===== config.mk =====
export PLATFORM = sky130hd
export DESIGN_NAME = prog_loader_flat
export DESIGN_NICKNAME = d
export VERILOG_FILES = /design/src/rtl/prog_loader_if.sv /design/src/rtl/prog_loader.sv /design/src/flat_wrapper.sv
export SDC_FILE = /design/constraint.sdc
export NUM_CORES = 1
export LEC_CHECK = 0
export BUFFER_PORTS_ARGS = -buffer_cell sky130_fd_sc_hd__buf_4
export CAP_MARGIN = 25
export CORE_MARGIN = 3
export CORE_UTILIZATION = 45
export DETAILED_ROUTE_END_ITERATION = 8
export PLACE_DENSITY = 0.75
export RECOVER_POWER = 25
export SETUP_SLACK_MARGIN = 0.2
export SYNTH_ARGS = -nofsm -noshare
export SYNTH_HDL_FRONTEND = slang
export SYNTH_SLANG_ARGS = --single-unit
export TNS_END_PERCENT = 50

===== constraint.sdc =====
create_clock -name clk -period 1.5 [get_ports clk]
set_input_delay 0.075 -clock clk [delete_from_list [all_inputs] [get_ports clk]]
set_output_delay 0.075 -clock clk [all_outputs]
set_load 0.05 [all_outputs]

===== src/rtl/prog_loader_if.sv =====
// Stream-in / memory-write bundle for the program loader.
// The slave modport is the loader's view; the master modport is the producer/observer view.
interface prog_loader_if #(
  parameter int O_SIZE  = 6,
  parameter int R_SIZE  = 3,
  parameter int I_SIZE  = 8,
  parameter int PA_SIZE = 8
);
  localparam int W_SIZE = O_SIZE + 2 * R_SIZE + I_SIZE;

  logic                start;
  logic                in_valid;
  logic                in_ready;
  logic                in_last;
  logic [O_SIZE-1:0]   in_opcode;
  logic [R_SIZE-1:0]   in_rd;
  logic [R_SIZE-1:0]   in_rs;
  logic [I_SIZE-1:0]   in_imm;
  logic                mem_we;
  logic [PA_SIZE-1:0]  mem_addr;
  logic [W_SIZE-1:0]   mem_wdata;
  logic                cpu_hold;
  logic                done;
  logic [PA_SIZE:0]    word_count;
  logic                err_opcode;
  logic                err_overflow;

  modport slave (
    input  start, in_valid, in_last, in_opcode, in_rd, in_rs, in_imm,
    output in_ready, mem_we, mem_addr, mem_wdata, cpu_hold, done,
           word_count, err_opcode, err_overflow
  );

  modport master (
    output start, in_valid, in_last, in_opcode, in_rd, in_rs, in_imm,
    input  in_ready, mem_we, mem_addr, mem_wdata, cpu_hold, done,
           word_count, err_opcode, err_overflow
  );
endinterface


===== src/rtl/prog_loader.sv =====
// Program loader: packs decoded fields into instruction words and writes them
// sequentially from address 0, holding the core idle for the whole load.
module prog_loader #(
  parameter int O_SIZE  = 6,
  parameter int R_SIZE  = 3,
  parameter int I_SIZE  = 8,
  parameter int PA_SIZE = 8
) (
  input  logic           clk,
  input  logic           reset,
  prog_loader_if.slave   bus
);
  localparam int W_SIZE = O_SIZE + 2 * R_SIZE + I_SIZE;

  // Opcode encodings shared with the decoder (cpuConfig::opCode_t).
  localparam logic [O_SIZE-1:0] OP_NOP   = O_SIZE'(0);
  localparam logic [O_SIZE-1:0] OP_LDI   = O_SIZE'(1);
  localparam logic [O_SIZE-1:0] OP_LDS   = O_SIZE'(2);
  localparam logic [O_SIZE-1:0] OP_ADD   = O_SIZE'(3);
  localparam logic [O_SIZE-1:0] OP_ADDI  = O_SIZE'(4);
  localparam logic [O_SIZE-1:0] OP_MUL   = O_SIZE'(5);
  localparam logic [O_SIZE-1:0] OP_WAIT0 = O_SIZE'(6);
  localparam logic [O_SIZE-1:0] OP_WAIT1 = O_SIZE'(7);

  typedef enum logic [1:0] {IDLE = 2'd0, LOAD = 2'd1, FINISH = 2'd2} state_e;

  state_e state_q, state_d;

  logic [PA_SIZE-1:0] ptr_q, ptr_d;
  logic [PA_SIZE:0]   word_count_q, word_count_d;
  logic               err_opcode_q, err_opcode_d;
  logic               err_overflow_q, err_overflow_d;
  logic               mem_we_q, mem_we_d;
  logic [PA_SIZE-1:0] mem_addr_q, mem_addr_d;
  logic [W_SIZE-1:0]  mem_wdata_q, mem_wdata_d;

  logic               in_ready;
  logic               xfer;
  logic               ptr_at_end;
  logic               op_legal;
  logic [O_SIZE-1:0]  op_fixed;

  assign xfer       = bus.in_valid && in_ready;
  assign ptr_at_end = (ptr_q == {PA_SIZE{1'b1}});

  // State register
  always_ff @(posedge clk) begin
    if (reset) state_q <= IDLE;
    else       state_q <= state_d;
  end

  // Next-state logic
  always_comb begin
    state_d = state_q;
    case (state_q)
      IDLE:    if (bus.start) state_d = LOAD;
      LOAD:    if (xfer && (bus.in_last || ptr_at_end)) state_d = FINISH;
      FINISH:  state_d = IDLE;
      default: state_d = IDLE;
    endcase
  end

  // Outputs decoded from state alone
  always_comb begin
    in_ready     = 1'b0;
    bus.cpu_hold = 1'b0;
    bus.done     = 1'b0;
    case (state_q)
      LOAD:    begin in_ready = 1'b1; bus.cpu_hold = 1'b1; end
      FINISH:  begin bus.cpu_hold = 1'b1; bus.done = 1'b1; end
      default: ;
    endcase
  end

  always_comb begin
    op_legal = bus.in_opcode inside {OP_NOP, OP_LDI, OP_LDS, OP_ADD,
                                     OP_ADDI, OP_MUL, OP_WAIT0, OP_WAIT1};
    op_fixed = op_legal ? bus.in_opcode : OP_NOP;
  end

  // Datapath: the write port trails the accepted tuple by one cycle.
  always_comb begin
    ptr_d          = ptr_q;
    word_count_d   = word_count_q;
    err_opcode_d   = err_opcode_q;
    err_overflow_d = err_overflow_q;
    mem_we_d       = xfer;
    mem_addr_d     = mem_addr_q;
    mem_wdata_d    = mem_wdata_q;
    if (state_q == IDLE && bus.start) begin
      ptr_d          = '0;
      word_count_d   = '0;
      err_opcode_d   = 1'b0;
      err_overflow_d = 1'b0;
    end
    if (xfer) begin
      mem_addr_d   = ptr_q;
      mem_wdata_d  = {op_fixed, bus.in_rd, bus.in_rs, bus.in_imm};
      word_count_d = word_count_q + (PA_SIZE+1)'(1);
      // Pointer parks on the last address rather than wrapping.
      if (!ptr_at_end) ptr_d = ptr_q + PA_SIZE'(1);
      if (!op_legal) err_opcode_d = 1'b1;
      if (ptr_at_end && !bus.in_last) err_overflow_d = 1'b1;
    end
  end

  always_ff @(posedge clk) begin
    if (reset) begin
      ptr_q          <= '0;
      word_count_q   <= '0;
      err_opcode_q   <= 1'b0;
      err_overflow_q <= 1'b0;
      mem_we_q       <= 1'b0;
      mem_addr_q     <= '0;
      mem_wdata_q    <= '0;
    end else begin
      ptr_q          <= ptr_d;
      word_count_q   <= word_count_d;
      err_opcode_q   <= err_opcode_d;
      err_overflow_q <= err_overflow_d;
      mem_we_q       <= mem_we_d;
      mem_addr_q     <= mem_addr_d;
      mem_wdata_q    <= mem_wdata_d;
    end
  end

  assign bus.in_ready     = in_ready;
  assign bus.mem_we       = mem_we_q;
  assign bus.mem_addr     = mem_addr_q;
  assign bus.mem_wdata    = mem_wdata_q;
  assign bus.word_count   = word_count_q;
  assign bus.err_opcode   = err_opcode_q;
  assign bus.err_overflow = err_overflow_q;
endmodule


===== src/flat_wrapper.sv =====
// flat-port wrapper written by rule: the top's interface ports become plain ports
module prog_loader_flat 
#(
  parameter int O_SIZE  = 6,
  parameter int R_SIZE  = 3,
  parameter int I_SIZE  = 8,
  parameter int PA_SIZE = 8
)
  (clk, reset, bus_start, bus_in_valid, bus_in_last, bus_in_opcode, bus_in_rd, bus_in_rs, bus_in_imm, bus_in_ready, bus_mem_we, bus_mem_addr, bus_mem_wdata, bus_cpu_hold, bus_done, bus_word_count, bus_err_opcode, bus_err_overflow);
  prog_loader_if #(.O_SIZE(O_SIZE), .R_SIZE(R_SIZE), .I_SIZE(I_SIZE), .PA_SIZE(PA_SIZE)) bus_i ();
  input  logic clk;
  input  logic reset;
  input wire logic [$bits(bus_i.start)-1:0] bus_start;
  input wire logic [$bits(bus_i.in_valid)-1:0] bus_in_valid;
  input wire logic [$bits(bus_i.in_last)-1:0] bus_in_last;
  input wire logic [$bits(bus_i.in_opcode)-1:0] bus_in_opcode;
  input wire logic [$bits(bus_i.in_rd)-1:0] bus_in_rd;
  input wire logic [$bits(bus_i.in_rs)-1:0] bus_in_rs;
  input wire logic [$bits(bus_i.in_imm)-1:0] bus_in_imm;
  output wire logic [$bits(bus_i.in_ready)-1:0] bus_in_ready;
  output wire logic [$bits(bus_i.mem_we)-1:0] bus_mem_we;
  output wire logic [$bits(bus_i.mem_addr)-1:0] bus_mem_addr;
  output wire logic [$bits(bus_i.mem_wdata)-1:0] bus_mem_wdata;
  output wire logic [$bits(bus_i.cpu_hold)-1:0] bus_cpu_hold;
  output wire logic [$bits(bus_i.done)-1:0] bus_done;
  output wire logic [$bits(bus_i.word_count)-1:0] bus_word_count;
  output wire logic [$bits(bus_i.err_opcode)-1:0] bus_err_opcode;
  output wire logic [$bits(bus_i.err_overflow)-1:0] bus_err_overflow;
  assign bus_i.start = bus_start;
  assign bus_i.in_valid = bus_in_valid;
  assign bus_i.in_last = bus_in_last;
  assign bus_i.in_opcode = bus_in_opcode;
  assign bus_i.in_rd = bus_in_rd;
  assign bus_i.in_rs = bus_in_rs;
  assign bus_i.in_imm = bus_in_imm;
  assign bus_in_ready = bus_i.in_ready;
  assign bus_mem_we = bus_i.mem_we;
  assign bus_mem_addr = bus_i.mem_addr;
  assign bus_mem_wdata = bus_i.mem_wdata;
  assign bus_cpu_hold = bus_i.cpu_hold;
  assign bus_done = bus_i.done;
  assign bus_word_count = bus_i.word_count;
  assign bus_err_opcode = bus_i.err_opcode;
  assign bus_err_overflow = bus_i.err_overflow;
  prog_loader #(.O_SIZE(O_SIZE), .R_SIZE(R_SIZE), .I_SIZE(I_SIZE), .PA_SIZE(PA_SIZE)) u_core (.clk(clk), .reset(reset), .bus(bus_i));
endmodule

**After elaboration in Yosys (flattened, before gate mapping)**

Index checks and enable logic that the tools add are counted.

- Add/sub/neg operators: 2
- Equality and inequality tests: 12
- Mux-type cells: 18
- Reductions and logical operators: 12

Operators with widths:

| kind | count |
|---|---|
| 6-bit by 3-bit == test with 1-bit output, second input constant | 4 |
| 8-bit two-way mux | 3 |
| 9-bit two-way mux | 2 |
| 6-bit by 2-bit == test with 1-bit output, second input constant | 2 |
| 9-bit by 1-bit adder with 9-bit output, second input constant | 1 |
| 1-bit two-way mux | 9 |
| 8-bit by 1-bit adder with 8-bit output, second input constant | 1 |
| 8-bit == test, second input constant | 1 |
| 8-bit nonzero test | 1 |
| 6-bit by 1-bit == test with 1-bit output, second input constant | 1 |
| 6-bit zero test | 1 |
| 6-bit two-way mux | 1 |
| 1-bit logical AND | 4 |
| 2-bit two-way mux | 2 |
| 2-bit one-hot mux with 2 select lines | 1 |
| 2-bit by 1-bit == test with 1-bit output, second input constant | 1 |
| 2-bit == test, second input constant | 1 |
| 2-bit zero test | 1 |
| 2-bit by 1-bit != test with 1-bit output, second input constant | 1 |
| 2-bit != test, second input constant | 1 |
| 2-bit AND reduction | 1 |
| 2-bit nonzero test | 1 |
| 2-bit OR reduction | 1 |
| 1-bit zero test | 1 |
| 1-bit logical OR | 1 |

- Bits in registers: 50
- Input port bits: 25
- Output and inout port bits: 43
- Word-level logic and storage cells: 52

**Longest topological paths before layout**

Gate-level depths: netlist of run 1.

- Depth in word-level cells: 6
- Mapped depth: 7
- Gate-level depth less buffers: 6

**Worst setup path before layout of run 1**

Ideal clock, no wire load.

- Path type: register to register
- Start: reg u_core.state_q[1]
- End: reg u_core.ptr_q[2]
- Library setup time: 0.074 ns
- Arrival: 1.772 ns
- Required time: 1.426 ns
- Path slack: -0.346 ns
- Stages on the path, launching flop included: 8
- Path buffers: 2
- Path through: dfxtp_1 -> inv_1 -> ha_1 -> and2_1 -> buf_2 -> buf_4 -> nand3b_1 -> a31oi_1

- Elaborated cells between the ends (all ways): 8
- Classes of those cells: eq/ne: 1; mux: 4; reduce/logical: 3

RTL lines:

| item | RTL line | RTL |
|---|---|---|
| start, declared | prog_loader.sv:27 | `state_e state_q, state_d;` |
| start signal, assigned | prog_loader.sv:49 | `else state_q <= state_d;` |
| 2-bit by 1-bit == test with 1-bit output | prog_loader.sv:68 | `case (state_q)` |
| 1-bit two-way mux | prog_loader.sv:68 |  |
| via bus_in_ready | flat_wrapper.sv:20 | `output wire logic [$bits(bus_i.in_ready)-1:0] bus_in_ready;` |
| 1-bit logical AND | prog_loader.sv:43 | `assign xfer = bus.in_valid && in_ready;` |
| 8-bit two-way mux | prog_loader.sv:96 | `if (xfer) begin` |
| end signal, assigned | prog_loader.sv:117 | `ptr_q <= ptr_d;` |
| end, declared | prog_loader.sv:29 | `logic [PA_SIZE-1:0] ptr_q, ptr_d;` |

The timed path passes the listed nets, and every way through them passes these cells.
A chain may end at the register's enable or synchronous reset.

**Worst setup path in the final report of run 1**

- Start: reg u_core.state_q[1]
- End: reg u_core.ptr_q[0]

- Longest elaborated chain between the ends: 5
- Elaborated cells between the ends (all ways): 8
- Classes of those cells: eq/ne: 1; mux: 4; reduce/logical: 3

Ends and longest elaborated chain:

| item | RTL line | RTL |
|---|---|---|
| 2-bit zero test | prog_loader.sv:90 | `if (state_q == IDLE && bus.start) begin` |
| 1-bit logical AND | prog_loader.sv:90 |  |
| 8-bit two-way mux | prog_loader.sv:90 |  |
| 8-bit two-way mux | prog_loader.sv:101 | `if (!ptr_at_end) ptr_d = ptr_q + PA_SIZE'(1);` |
| 8-bit two-way mux (*) | prog_loader.sv:96 |  |

Mark *: on every way between the ends. The rest lies on a longest branch, timed or not.

==> results.cfg, run 1 <==
[sta]
tightest_slew_ns = 0.6192
maxSlewHeadroom_pct = 58.90
fin_tns_setup_ns = 0
period_share_pct = 94.67
rsz0062_at_grt = true
finalMaxSlewViolations = 0
setup_viol = 0
finClkSkew_ns = 0.004615
clock.fmax_mhz = 704.2
period_minus_slack_ns = 1.420
hold_viol = 0

[power]
power_leakage_nw = 1.220
ir_worst_vdd_v = 0.001187
powerDensity_nw_per_um2 = 1319
power.total_mw = 4.000

[critical_path]
cp_max_fo = 7
critical_path.cell_chain = inv_4 -> ha_4 -> and2_4 -> buf_6 -> o21ai_4 -> nand4_1 -> o31ai_2
cp-start-kind = flip-flop
slowest_delay_ns = 0.36
arrival_ns = 1.62
end_kind = flip-flop
path_class = flip-flop to flip-flop
required_ns = 1.70
slowest_stage = dfxtp_2

[clocking]
cts_sinks = 50
cts_root_buf = clkbuf_8
cts-buffers-inserted = 5
clock_latency_ns = 0.30
clk_pin_slew_worst_paths_ns = 0.09
cts_max_level = 2
clock_path_buffers = 2
cts_tree = built

[floorplan]
die_y_microns = 74.41
die_area_sq_um = 5536
rows = 24
die_w_microns = 74.41
ios = 68
initial_core_util_pct = 47.38
core_sq_um = 4444

[grt]
antenna_found_initial = 0
grt_pass1_wl_microns = 8949
grt_pass1_vias = 1948
grt_max_degree = 23
grt_remaining_overflow = 0
globalRouteTotalUtil_pct = 20.49

[yosys]
synth_seq_cells = 50
syn-instance-count = 253
synth_fp_nets = 285
async_reset_ff_share_pct = 0
synth_edf_count = 0
ys_warn_count = 0
yosysSeqAreaShare_pct = 47.53
syn_avg_cell_area_sq_um = 8.323
synthesis.area_sq_um = 2106
synthDistinctLibCells = 40
synth_ff_type = dfxtp_1

[hold_path]
hold_class = input port to flip-flop

[layout]
layout_common_cells = 64 x buf_4, 58 x nand2_1, 38 x dfxtp_1, 31 x a21oi_1, 24 x clkbuf_1
drive_gt1_share_pct = 34.69
final_common_cell = buf_4
syn_to_final_growth_pct = 44.03
n_antenna_cell = 0
fill_cells = 389
finalNetCount = 374

[routing]
wire_per_inst_microns = 14.63
via_count = 2145
antenna_left = 0
drt-initial-drc-count = 130
drc_errors = 0
drt-vias-per-instance = 5.430
wl_microns = 5778
dr.pass1.iters = 4

[placed_design]
port_buffers = 67
dp_hpwl_microns = 3790
place_congestion = 0.8503

[job]
drv_cap = 0

[run_status]
outcome = completed
==> cell families (layout without fill, tap and decap cells) <==
kind of cell	after synthesis	count (layout)	synth area share (%)
buffers and inverters	20	110	3.981
DFF	50	50	47.53
xor gates and xnor gates	4	4	1.664
muxes	2	2	0.9507
and+or+nand+nor	112	112	24.60
AOI/OAI and AO/OA	58	58	17.11
adders and majority gates	7	7	4.159
==> routing by layer <==
metal,GRT usage [%],wire length [microns]
met2,32.78,2840
met3,5.135,328
met5,0,0
met4,7.115,105
met1,26.94,2504
==> per-stage QoR <==
step	util, %	hold slack, ns	cell area [sq um]	worst slack [ns]	instances
2_1_floorplan	-	0.2110	2153	0.06620	253
3_3_place_gp	62.87	0.3221	2794	0.05008	375
3_5_place_dp	62.87	0.3339	2794	0.003283	375
4_1_cts	68.07	0.001391	3025	0.1410	391
5_1_grt	68.24	0.005265	3033	0.02306	395
6_report	68.24	0.006496	3033	0.07998	395
==> final cells by class <==
cell class                 instances  area [sq um]  share of cell area, %
tap                               52         65.06                  2.145
clock buffer                       6         72.57                  2.393
timing repair buffer              96         688.2                  22.69
multi-input combinational        183          1147                  37.83
sequential                        50          1021                  33.66
inverter                           6         25.02                 0.8251
clock inverter                     2         13.76                 0.4538
==> what timing repair did <==
action / 4_1_cts / 5_1_grt
setup endpoints to repair: 39 / 48
setup buffers: 8 / 3
hold buffers: 0 / 1
hold endpoints to repair: 0 / 1
pin swaps: 17 / 10
gates resized for setup: 21 / 17
==> sequential cells by signal (all words and copies together), names as in the netlist <==
name / count
u_core.ptr_q: 8
u_core.bus.word_count: 9
u_core.bus.mem_addr: 8
u_core.bus.mem_we: 1
u_core.bus.err_opcode: 1
u_core.bus.mem_wdata: 20
u_core.bus.err_overflow: 1
u_core.state_q: 2
==> power breakdown <==
group	switching, mW	internal [mW]	total (mW)
clock network	0.454	0.330	0.784
logic	1.05	0.658	1.71
registers	0.0712	1.43	1.50
total	1.58	2.42	4.00
==> path summary, 6_finish.rpt <==
check	depth (start not counted)	from	endpoint	slack, ns
worst max-delay path	7	u_core.state_q[1]	u_core.ptr_q[0]	0.08
worst min-delay path	3	bus_in_rs[1]	u_core.bus.mem_wdata[9]	0.006
worst min register to register	2	u_core.bus.mem_wdata[15]	u_core.bus.mem_wdata[15]	0.45
worst max register to register	7	u_core.state_q[1]	u_core.ptr_q[0]	0.08
==> synth_stat cells, drive strengths merged (3+ instances only) <==
cell type  number  area (sq um)
buf             7         35.04
nand4           7         50.05
nand3          17         85.08
ha              7         87.58
inv             6         22.52
xor2            3         26.28
o2111ai         3         26.28
a21oi          35         175.2
dfxtp          50          1001
o21ai           6         33.78
nor2            9         33.78
and3            6         37.54
or3             3         18.77
clkbuf          7         26.28
nand2          60         225.2
o31ai           3         22.52
==> critical path, delay by kind of cell, from the launching register on <==
family	cells	cell delay, ns
AO/OA/AOI/OAI	2	0.24
flip-flops	1	0.36
AND/OR/NAND/NOR	2	0.38
buffers and inverters	2	0.17
adder cells (fa/ha/maj)	1	0.17
Note: power is estimated with default switching activity, not from simulation.
==> run 2, diff against run 1 <==
--- a/config.mk
+++ b/config.mk
@@ -7,12 +7,16 @@
 export LEC_CHECK = 0
 export BUFFER_PORTS_ARGS = -buffer_cell sky130_fd_sc_hd__buf_4
 export CAP_MARGIN = 25
+export CELL_PAD_IN_SITES_DETAIL_PLACEMENT = 1
+export CELL_PAD_IN_SITES_GLOBAL_PLACEMENT = 2
 export CORE_MARGIN = 3
-export CORE_UTILIZATION = 45
+export CORE_UTILIZATION = 25
 export DETAILED_ROUTE_END_ITERATION = 8
-export PLACE_DENSITY = 0.75
+export MAX_ROUTING_LAYER = met4
+export PLACE_DENSITY_LB_ADDON = 0.1
 export RECOVER_POWER = 25
 export SETUP_SLACK_MARGIN = 0.2
+export SKIP_CTS_REPAIR_TIMING = 1
 export SYNTH_ARGS = -nofsm -noshare
 export SYNTH_HDL_FRONTEND = slang
 export SYNTH_SLANG_ARGS = --single-unit
==> results.cfg, run 2 (same netlist as run 1, synthesis figures left out) <==
[run_status]
outcome = finished with violations
violations = hold timing

[floorplan]
ios = 68
die_y_microns = 97.78
initial_core_util_pct = 26.43
core_sq_um = 7968
rows = 32
die_area_sq_um = 9560
die_w_microns = 97.78

[grt]
grt_pass1_vias = 2118
globalRouteTotalUtil_pct = 13.71
antenna_found_initial = 0
grt_remaining_overflow = 0
grt_max_degree = 26
grt_pass1_wl_microns = 10470

[layout]
final_util_pct = 39.86
n_antenna_cell = 0
final_common_cell = buf_4
syn_to_final_growth_pct = 50.80
finalNetCount = 380
finalInstanceArea_sq_um = 3176
layout_common_cells = 69 x buf_4, 58 x nand2_1, 39 x dfxtp_1, 33 x a21oi_1, 25 x clkbuf_1
seq_area_sq_um = 1022
final_cells = 451
fill_cells = 973
drive_gt1_share_pct = 34.10
largest_register_ffs = 20
multiInputGateArea_sq_um = 1157

[sta]
finalMaxSlewViolations = 0
hold_viol = 1
setup_viol = 0
rsz0062_at_grt = true
maxSlewHeadroom_pct = 58.83
hold_ws_ns = -0.004098
finClkSkew_ns = 0.008989
period_minus_slack_ns = 1.426
tightest_slew_ns = 0.6203
clock.fmax_mhz = 701.1
period_share_pct = 95.09

[placed_design]
dp_hpwl_microns = 4550
port_buffers = 67
place_area_sq_um = 2894
dp_cells = 430
place_congestion = 0.7527

[routing]
wl_microns = 6523
via_count = 2115
drc_errors = 0
drt-initial-drc-count = 46
wire_per_inst_microns = 14.46
drt-vias-per-instance = 4.690
antenna_left = 0
dr.pass1.iters = 4

[critical_path]
end_kind = output pin
arrival_ns = 1.35
worst-r2r-setup-slack_ns = 0.11
cp_max_fo = 5
path_class = flip-flop to output pin
cp-start-kind = flip-flop
startpoint = u_core.state_q[1]
required_ns = 1.42
worstReg2RegStart = u_core.state_q[1]

[clocking]
cts_root_buf = clkbuf_8
clock_path_buffers = 2
clock_latency_ns = 0.31
cts_sinks = 50
cts_tree = built
cts_max_level = 2
cts-buffers-inserted = 5
clk_pin_slew_worst_paths_ns = 0.09

[hold_path]
min_from = bus_in_rd[2]
hold_class = input port to flip-flop

[job]
drv_cap = 0

[power]
ir_worst_vdd_v = 0.001178
powerDensity_nw_per_um2 = 1350
power_leakage_nw = 1.251
==> run 2: cell types whose count changed in the layout (fill, tap and decap cells not counted), sizes merged <==
cell	change
buf	+6
bufinv	+1
clkbuf	+1
clkinv	-2
==> run 2: cell type report <==
type | instances | share of cell area, %
multi-input combinational | 183 | 36.45
sequential | 50 | 32.19
timing repair buffer | 102 | 23.21
tap | 102 | 4.019
clock buffer | 7 | 2.403
clock inverter | 1 | 0.9456
inverter | 6 | 0.7880
==> run 2: metal layers <==
layer / up-vias / global-route usage (%) / share of wire [%]
li1: 1073 / - / -
met1: 1000 / 18.15 / 48
met2: 38 / 21.30 / 48
met3: 4 / 3.643 / 3.8
met4: 0 / 2.556 / 0.64
met5: - / - / 0
==> run 2: where the power goes <==
part	leakage (nW)	switching (mW)	internal [mW]
clock network	0.0524	0.467	0.500
registers	0.410	0.0650	1.43
logic	0.789	1.09	0.733
total	1.25	1.62	2.67
==> run 2: worst max-delay path: stages, from the launching register on <==
cell	delay [ns]
dfxtp_4	0.37
inv_4	0.04
ha_4	0.16
buf_4	0.13
buf_4	0.14
buf_4	0.19
==> run 2: metrics by stage <==
step	TNS [ns]	setup WS, ns	total power [mW]
6_report	0	0.07364	4.287
5_1_grt	0	0.01074	4.549
4_1_cts	-0.003619	-0.003619	4.032
3_5_place_dp	0	0.02736	3.056
3_3_place_gp	0	0.05837	3.051
2_1_floorplan	0	0.06620	2.545
==> run 2: worst paths after layout <==
check                                                 to  cells past startpoint
worst max-delay path                        bus_in_ready                      5
worst min-delay path            u_core.bus.mem_wdata[13]                      3
worst max register to register  u_core.bus.word_count[5]                      6
worst min register to register   u_core.bus.mem_wdata[7]                      2
==> run 3, diff against run 2 <==
--- a/config.mk
+++ b/config.mk
@@ -14,7 +14,6 @@
 export DETAILED_ROUTE_END_ITERATION = 8
 export MAX_ROUTING_LAYER = met4
 export PLACE_DENSITY_LB_ADDON = 0.1
-export RECOVER_POWER = 25
 export SETUP_SLACK_MARGIN = 0.2
 export SKIP_CTS_REPAIR_TIMING = 1
 export SYNTH_ARGS = -nofsm -noshare
==> results.cfg, run 3 (same netlist as run 1, synthesis figures left out) <==
[routing]
wl_microns = 6520
drc_errors = 0
antenna_left = 0
via_count = 2116
drt-initial-drc-count = 39
wire_per_inst_microns = 14.46
dr.pass1.iters = 4
drt-vias-per-instance = 4.692

[floorplan]
die_area_sq_um = 9560
ios = 68
rows = 32
core_sq_um = 7968
initial_core_util_pct = 26.43
die_w_microns = 97.78
die_y_microns = 97.78

[sta]
tightest_slew_ns = 0.4469
rsz0062_at_grt = true
finalMaxSlewViolations = 0
maxSlewHeadroom_pct = 69.98
setup_viol = 0
worst_slack_ns = 0.07461
period_share_pct = 95.03
period_minus_slack_ns = 1.425
finClkSkew_ns = 0.01067
clock.fmax_mhz = 701.6
hold_viol = 1
hold_ws_ns = -0.002209

[grt]
grt_remaining_overflow = 0
grt_pass1_vias = 2118
grt_max_degree = 26
antenna_found_initial = 0
grt_pass1_wl_microns = 10470
globalRouteTotalUtil_pct = 13.71

[layout]
final_cells = 451
largest_register_ffs = 20
final_common_cell = buf_4
final_util_pct = 40.94
syn_to_final_growth_pct = 54.90
n_antenna_cell = 0
drive_gt1_share_pct = 40.69
layout_common_cells = 92 x buf_4, 58 x nand2_1, 39 x dfxtp_1, 33 x a21oi_1, 15 x nand3_1
fill_cells = 971
finalNetCount = 380

[placed_design]
port_buffers = 67
place_congestion = 0.7527
dp_cells = 430
dp_slack_ns = 0.02736
dp_hpwl_microns = 4550

[critical_path]
worst_path_most_repeated_cell = buf_4
critical_path.cell_chain = inv_4 -> ha_4 -> buf_4 -> buf_4 -> buf_4
slowest_stage = dfxtp_4
required_ns = 1.42
cp-start-kind = flip-flop
arrival_ns = 1.35
path_class = flip-flop to output pin
cp_max_fo = 5
slowest_delay_ns = 0.37
end_kind = output pin

[power]
power.total_mw = 4.323
ir_worst_vdd_v = 0.001179
powerDensity_nw_per_um2 = 1325
power_leakage_nw = 1.349

[clocking]
cts_tree = built
clock_latency_ns = 0.31
cts-buffers-inserted = 5
cts_sinks = 50
cts_root_buf = clkbuf_8
clock_path_buffers = 2
cts_max_level = 2
clk_pin_slew_worst_paths_ns = 0.09

[run_status]
violations = hold timing
outcome = finished with violations

[job]
drv_cap = 0

[hold_path]
hold_class = input port to flip-flop
==> run 3: path summary, 6_finish.rpt <==
path / to / startpoint / slack [ns] / depth (start not counted)
max: bus_in_ready / u_core.state_q[1] / 0.07 / 5
min: u_core.bus.mem_wdata[13] / bus_in_rd[2] / -0.002 / 3
max reg2reg: u_core.bus.word_count[5] / u_core.state_q[1] / 0.11 / 6
min reg2reg: u_core.bus.mem_wdata[0] / u_core.bus.mem_wdata[0] / 0.46 / 2
==> run 3: per-stage QoR <==
step,TNS (ns),cell area (sq um),hold slack [ns]
after floorplan,0,2153,0.2110
after CTS,-0.003619,3000,-0.004140
after global routing,0,3262,0.004062
after global placement,0,2894,0.3217
after detailed placement,0,2894,0.3334
final,0,3262,-0.002209
==> run 3: cell type report <==
| cell class | count | area (sq um) | area share [%] |
|---|---|---|---|
| clock buffer | 7 | 76.32 | 2.340 |
| clock inverter | 1 | 30.03 | 0.9206 |
| inverter | 6 | 25.02 | 0.7672 |
| multi-input combinational | 183 | 1157 | 35.48 |
| sequential | 50 | 1022 | 31.34 |
| tap | 102 | 127.6 | 3.913 |
| timing repair buffer | 102 | 823.3 | 25.24 |
==> run 3: where the power goes <==
group | switching, mW | total [mW] | internal, mW
logic | 1.09 | 1.86 | 0.768
registers | 0.0662 | 1.50 | 1.44
clock network | 0.465 | 0.965 | 0.500
==> run 3: worst max-delay path: cells and delay by family, from the launching register on <==
family | cells | cell delay, ns
adders and majority gates | 1 | 0.16
buffers and inverters | 4 | 0.50
DFF | 1 | 0.37
==> run 3: metal layers <==
layer	global-route usage [%]	wire length, microns
met2	21.30	3185
met1	18.15	3073
met3	3.643	242
met5	-	0
met4	2.556	19
